==> src/rtl/mux4_arbiter_if.sv <==
// mux4_arbiter_if: request/grant bundle between the requesters and the mux arbiter
interface mux4_arbiter_if;
  logic [3:0] req;
  logic [3:0] gnt;
  logic [1:0] sel;
  logic       valid;
  logic       timeout;
  modport master (input req, output gnt, sel, valid, timeout);
  modport slave (output req, input gnt, sel, valid, timeout);
endinterface

==> src/rtl/mux4_arbiter.sv <==
// mux4_arbiter: round-robin owner of the shared 4:1 mux select; define MUX4_ARB_TIMEOUT_EN to cap grants at HOLD_MAX cycles
module mux4_arbiter #(
  parameter int HOLD_MAX = 8
) (
  input logic clk,
  input logic rst,
  mux4_arbiter_if.master bus
);
  typedef enum logic [1:0] {IDLE, GRANT, RELEASE} state_t;
  state_t state, state_n;
  logic [1:0] ptr, ptr_n, sel_q, sel_n, idx, pick;
  logic [3:0] gnt_q, gnt_n;
  logic [7:0] dbl;
  logic valid_q, valid_n, timeout_q, timeout_n, own, force_rel;
  if (HOLD_MAX < 1 || HOLD_MAX > 255) begin : g_hold_range
    $error("HOLD_MAX must be within 1..255");
  end
`ifdef MUX4_ARB_TIMEOUT_EN
  logic [7:0] cnt, cnt_n;
  // hold counter: zero outside GRANT, saturating count of held cycles inside it
  always_comb cnt_n = state != GRANT ? 8'd0 : cnt == 8'hff ? cnt : cnt + 8'd1;
  // hold counter register
  always_ff @(posedge clk) cnt <= rst ? 8'd0 : cnt_n;
  assign force_rel = own && cnt == 8'(HOLD_MAX - 1);
`else
  assign force_rel = 1'b0;
`endif
  assign own = bus.req[sel_q];
  assign bus.gnt = gnt_q;
  assign bus.sel = sel_q;
  assign bus.valid = valid_q;
  assign bus.timeout = timeout_q;
  // next state: rotate requests so ptr sits at bit 0, take lowest set bit, then undo rotation
  always_comb begin
    dbl = {bus.req, bus.req} >> ptr;
    idx = 2'd0;
    for (int k = 3; k >= 0; k--) if (dbl[k]) idx = 2'(k);
    pick = ptr + idx;
    state_n = state;
    ptr_n = ptr;
    gnt_n = gnt_q;
    sel_n = sel_q;
    valid_n = valid_q;
    timeout_n = 1'b0;
    if (state == GRANT) begin
      if (!own || force_rel) begin
        gnt_n = 4'd0;
        valid_n = 1'b0;
        ptr_n = sel_q + 2'd1;
        timeout_n = force_rel;
        state_n = RELEASE;
      end
    end else if (|bus.req) begin
      gnt_n = 4'b0001 << pick;
      sel_n = pick;
      valid_n = 1'b1;
      state_n = GRANT;
    end else begin
      state_n = IDLE;
    end
  end
  // state and registered outputs
  always_ff @(posedge clk) begin
    if (rst) begin
      state <= IDLE;
      ptr <= 2'd0;
      gnt_q <= 4'd0;
      sel_q <= 2'd0;
      valid_q <= 1'b0;
      timeout_q <= 1'b0;
    end else begin
      state <= state_n;
      ptr <= ptr_n;
      gnt_q <= gnt_n;
      sel_q <= sel_n;
      valid_q <= valid_n;
      timeout_q <= timeout_n;
    end
  end
endmodule

==> src/flat_wrapper.sv <==
// flat-port wrapper written by rule: the top's interface ports become plain ports
module mux4_arbiter_flat 
#(
  parameter int HOLD_MAX = 8
)
  (clk, rst, bus_req, bus_gnt, bus_sel, bus_valid, bus_timeout);
  mux4_arbiter_if bus_i ();
  input logic clk;
  input logic rst;
  input wire logic [$bits(bus_i.req)-1:0] bus_req;
  output wire logic [$bits(bus_i.gnt)-1:0] bus_gnt;
  output wire logic [$bits(bus_i.sel)-1:0] bus_sel;
  output wire logic [$bits(bus_i.valid)-1:0] bus_valid;
  output wire logic [$bits(bus_i.timeout)-1:0] bus_timeout;
  assign bus_i.req = bus_req;
  assign bus_gnt = bus_i.gnt;
  assign bus_sel = bus_i.sel;
  assign bus_valid = bus_i.valid;
  assign bus_timeout = bus_i.timeout;
  mux4_arbiter #(.HOLD_MAX(HOLD_MAX)) u_core (.clk(clk), .rst(rst), .bus(bus_i));
endmodule
==> config.mk <==
export PLATFORM = sky130hd
export DESIGN_NAME = mux4_arbiter_flat
export DESIGN_NICKNAME = d
export VERILOG_FILES = /design/src/rtl/mux4_arbiter_if.sv /design/src/rtl/mux4_arbiter.sv /design/src/flat_wrapper.sv
export SDC_FILE = /design/constraint.sdc
export NUM_CORES = 1
export LEC_CHECK = 0
export BUFFER_PORTS_ARGS = -buffer_cell sky130_fd_sc_hd__buf_2
export CAP_MARGIN = 20
export CORE_MARGIN = 1.5
export CORE_UTILIZATION = 46
export CTS_CLUSTER_SIZE = 14
export DETAILED_ROUTE_END_ITERATION = 8
export HOLD_SLACK_MARGIN = 0.03
export MAX_ROUTING_LAYER = met4
export PLACE_DENSITY = 0.82
export SYNTH_ARGS = -nofsm -noshare
export SYNTH_HDL_FRONTEND = slang
export SYNTH_SLANG_ARGS = --single-unit
==> constraint.sdc <==
create_clock -name clk -period 2.15 [get_ports clk]
set_clock_uncertainty 0.1 [all_clocks]
set_input_delay 0.215 -clock clk [delete_from_list [all_inputs] [get_ports clk]]
set_output_delay 0.215 -clock clk [all_outputs]
set_load 0.005 [all_outputs]
==> results.toml <==
[cells_and_area]
nets = 95
diodes = 0
seqCellArea_um2 = 220
multi_input_area_um2 = 404
area.growth.synth_to_final_pct = 18.0
n_fill_cell = 108
drive_above_1_share_pct = 40.2

[drt]
wirelength_mm = 1.31
routed_via_density = 5.65
firstDrtPassIters = 4
num_vias = 576
drt-initial-drc-count = 7
drc = 0
wl_per_cell_um = 12.8
drt.antenna.violating_nets = 0

[clock_network]
root_buffer = "clkbuf_4"
h-tree-depth = 1
insertion_delay_ns = 0.27
cts_made_buffers = 3
clock_path_buffers = 2
cts.sinks = 11
cts_tree = "yes"
clk_pin_slew_ns = 0.07
cts_setup_buffers = 0

[sta]
finalHoldViolations = 0
tns_ns = 0
fin_crit_ns = 2.04
fin_crit_sh_pct = 94.9
tightest_slew_ns = 0.570
holdWs_ns = 0.147
clock.fmax_mhz = 490
setup_viol = 0
maxSlewViolCount = 0
rsz0062_at_grt = "no"
slew-limit-headroom_pct = 61.7

[outcome]
run_status = "complete, no violations"

[floorplanning]
rows = 13
die_area_um2 = 1670
io_pins = 14
start_util_pct = 50.0
core_um2 = 1320
fp.dieH_um = 40.9
die_width_um = 40.9

[global_route]
grt_pass1_vias = 488
grt_pass1_wl_mm = 2.09
grt_overflow = 0
grt_usage_pct = 20.0
grt_max_degree = 12
antenna_found_initial = 0

[placement]
dp_hpwl_um = 980
gp_congestion = 0.815
port_buffers = 12

[worst_setup_path]
arrival_ns = 2.15
critical-path-slowest-cell = "or4_2"
critical_path_class = "flop to flop"
crit_fanout = 5
required_ns = 2.26
cpMostUsedCell = "xnor2_2"
worstPathCellList = "or4_2, o211ai_1, ha_2, xnor2_2, xnor2_2, a32o_1"
crit_path_max_incr_delay_ns = 0.66
reg2reg_slack_ns = 0.11
endpoint_kind = "flop"
start_kind = "flop"

[logic_synthesis]
synth_top_area_cell = "dfxtp_1"
synth-main-ff-cell = "dfxtp_1"
syn_nets = 78
synth-xor-area-share_pct = 5.12
synth-compound-area-share_pct = 23.5
synth-seq-cells = 11
synth_cell_types = 39
synth_mux_area_share_pct = 3.80
synth_most_common_cell = "dfxtp_1"
postSynthCellCount = 71
synth-simple-area-share_pct = 23.9
synth_top_family_by_area = "simple AND/OR/NAND/NOR gates"
yosysWarnings = 0
seq_area_frac_synth_pct = 33.4
async_flop_share_pct = 0
avgSynthCellArea_um2 = 9.29
synth_fa_ha_area_share_pct = 1.90
syn_area_um2 = 659
synthTopCellsByArea = "dfxtp_1 33%, nor2_1 5.7%, buf_6 3.4%"
ys_top_cells_by_count = "11 x dfxtp_1, 10 x nor2_1, 3 x nand2_1, 3 x nand2b_1"
synth-edff-count = 0
synth_top_cell_area_share_pct = 33.4

[flow_run]
cap_violations = 0

[power_and_ir_drop]
leakage_nw = 0.316
power_density_nw_per_um2 = 936
max-vdd-ir-drop_mv = 0.503

[min_path]
hold_path.class = "input pin to flop"
## critical path: cells and delay by family (launching register included)
| kind | cells | cell delay, ns |
|---|---|---|
| AO/OA/AOI/OAI | 2 | 0.33 |
| flip-flops | 1 | 0.31 |
| adder cells (fa/ha/maj) | 1 | 0.22 |
| AND/OR/NAND/NOR | 1 | 0.66 |
| XOR/XNOR | 2 | 0.37 |
## kinds of logic after synthesis
kind of cell | count (synthesis)
other | 1
adders and majority gates | 1
xor gates and xnor gates | 3
muxes | 2
AOI/OAI and AO/OA | 18
DFF | 11
and+or+nand+nor | 27
buffers and inverters | 8
## flip-flops by register name (all words and copies together), names as in the netlist
register          flops
u_core.bus.sel        2
u_core.bus.gnt        4
u_core.bus.valid      1
u_core.ptr            2
u_core.state          2
## where the power goes
| part | internal (W) | switching (W) |
|---|---|---|
| Combinational | 0.000149 | 0.000157 |
| Sequential | 0.000249 | 0.0000349 |
| Clock | 0.0000718 | 0.0000659 |
| Total | 0.000470 | 0.000258 |
## final timing paths
check,end,start,cells after the start
worst min-delay path,u_core.ptr[1],rst,2
worst max register to register,u_core.bus.gnt[1],u_core.ptr[0],6
worst min register to register,u_core.bus.gnt[2],u_core.bus.gnt[2],1
worst max-delay path,u_core.bus.gnt[1],u_core.ptr[0],6
## what timing repair did
action | in CTS | in global routing
hold buffers | 0 | 0
gates resized for setup | 0 | 2
setup endpoints to repair | 0 | 2
## area by class of cell
class	count	area share (%)
Tap cell	15	2.41
Inverter	3	1.45
Clock buffer	4	3.38
Sequential cell	11	28.3
Timing Repair Buffer	17	12.5
Multi-Input combinational cell	52	51.9
## stage by stage
step                utilization, %  cell area, µm²  setup slack [ns]  std cells  total power, W
floorplan                        -             666            0.0231         71        0.000500
global placement              56.3             742             0.107         98        0.000575
detailed placement            56.3             742            0.0663         98        0.000584
CTS                           58.3             768            0.0762        102        0.000724
global route                  59.1             778           0.00279        102        0.000774
finish                        59.1             778             0.110        102        0.000728
## layer usage
layer | up-vias | GRT usage, % | routed length, µm
li1 | 295 | - | -
met1 | 269 | 23.7 | 607
met2 | 8 | 31.3 | 632
met3 | 4 | 3.26 | 34
met4 | 0 | 12.5 | 33
met5 | - | - | 0
## placed cells by master, fill, tap and decap left out, drive strengths merged, types with 2 or more instances in the layout
cell	n
dfxtp	11
inv	3
nor3	3
a211oi	3
nand2b	3
nand2	4
nor4	2
o32ai	2
nor2	11
clkbuf	4
xnor2	3
o2bb2ai	2
o211ai	2
a21oi	2
buf	17
No activity file was read; power rests on OpenSTA's default activity.
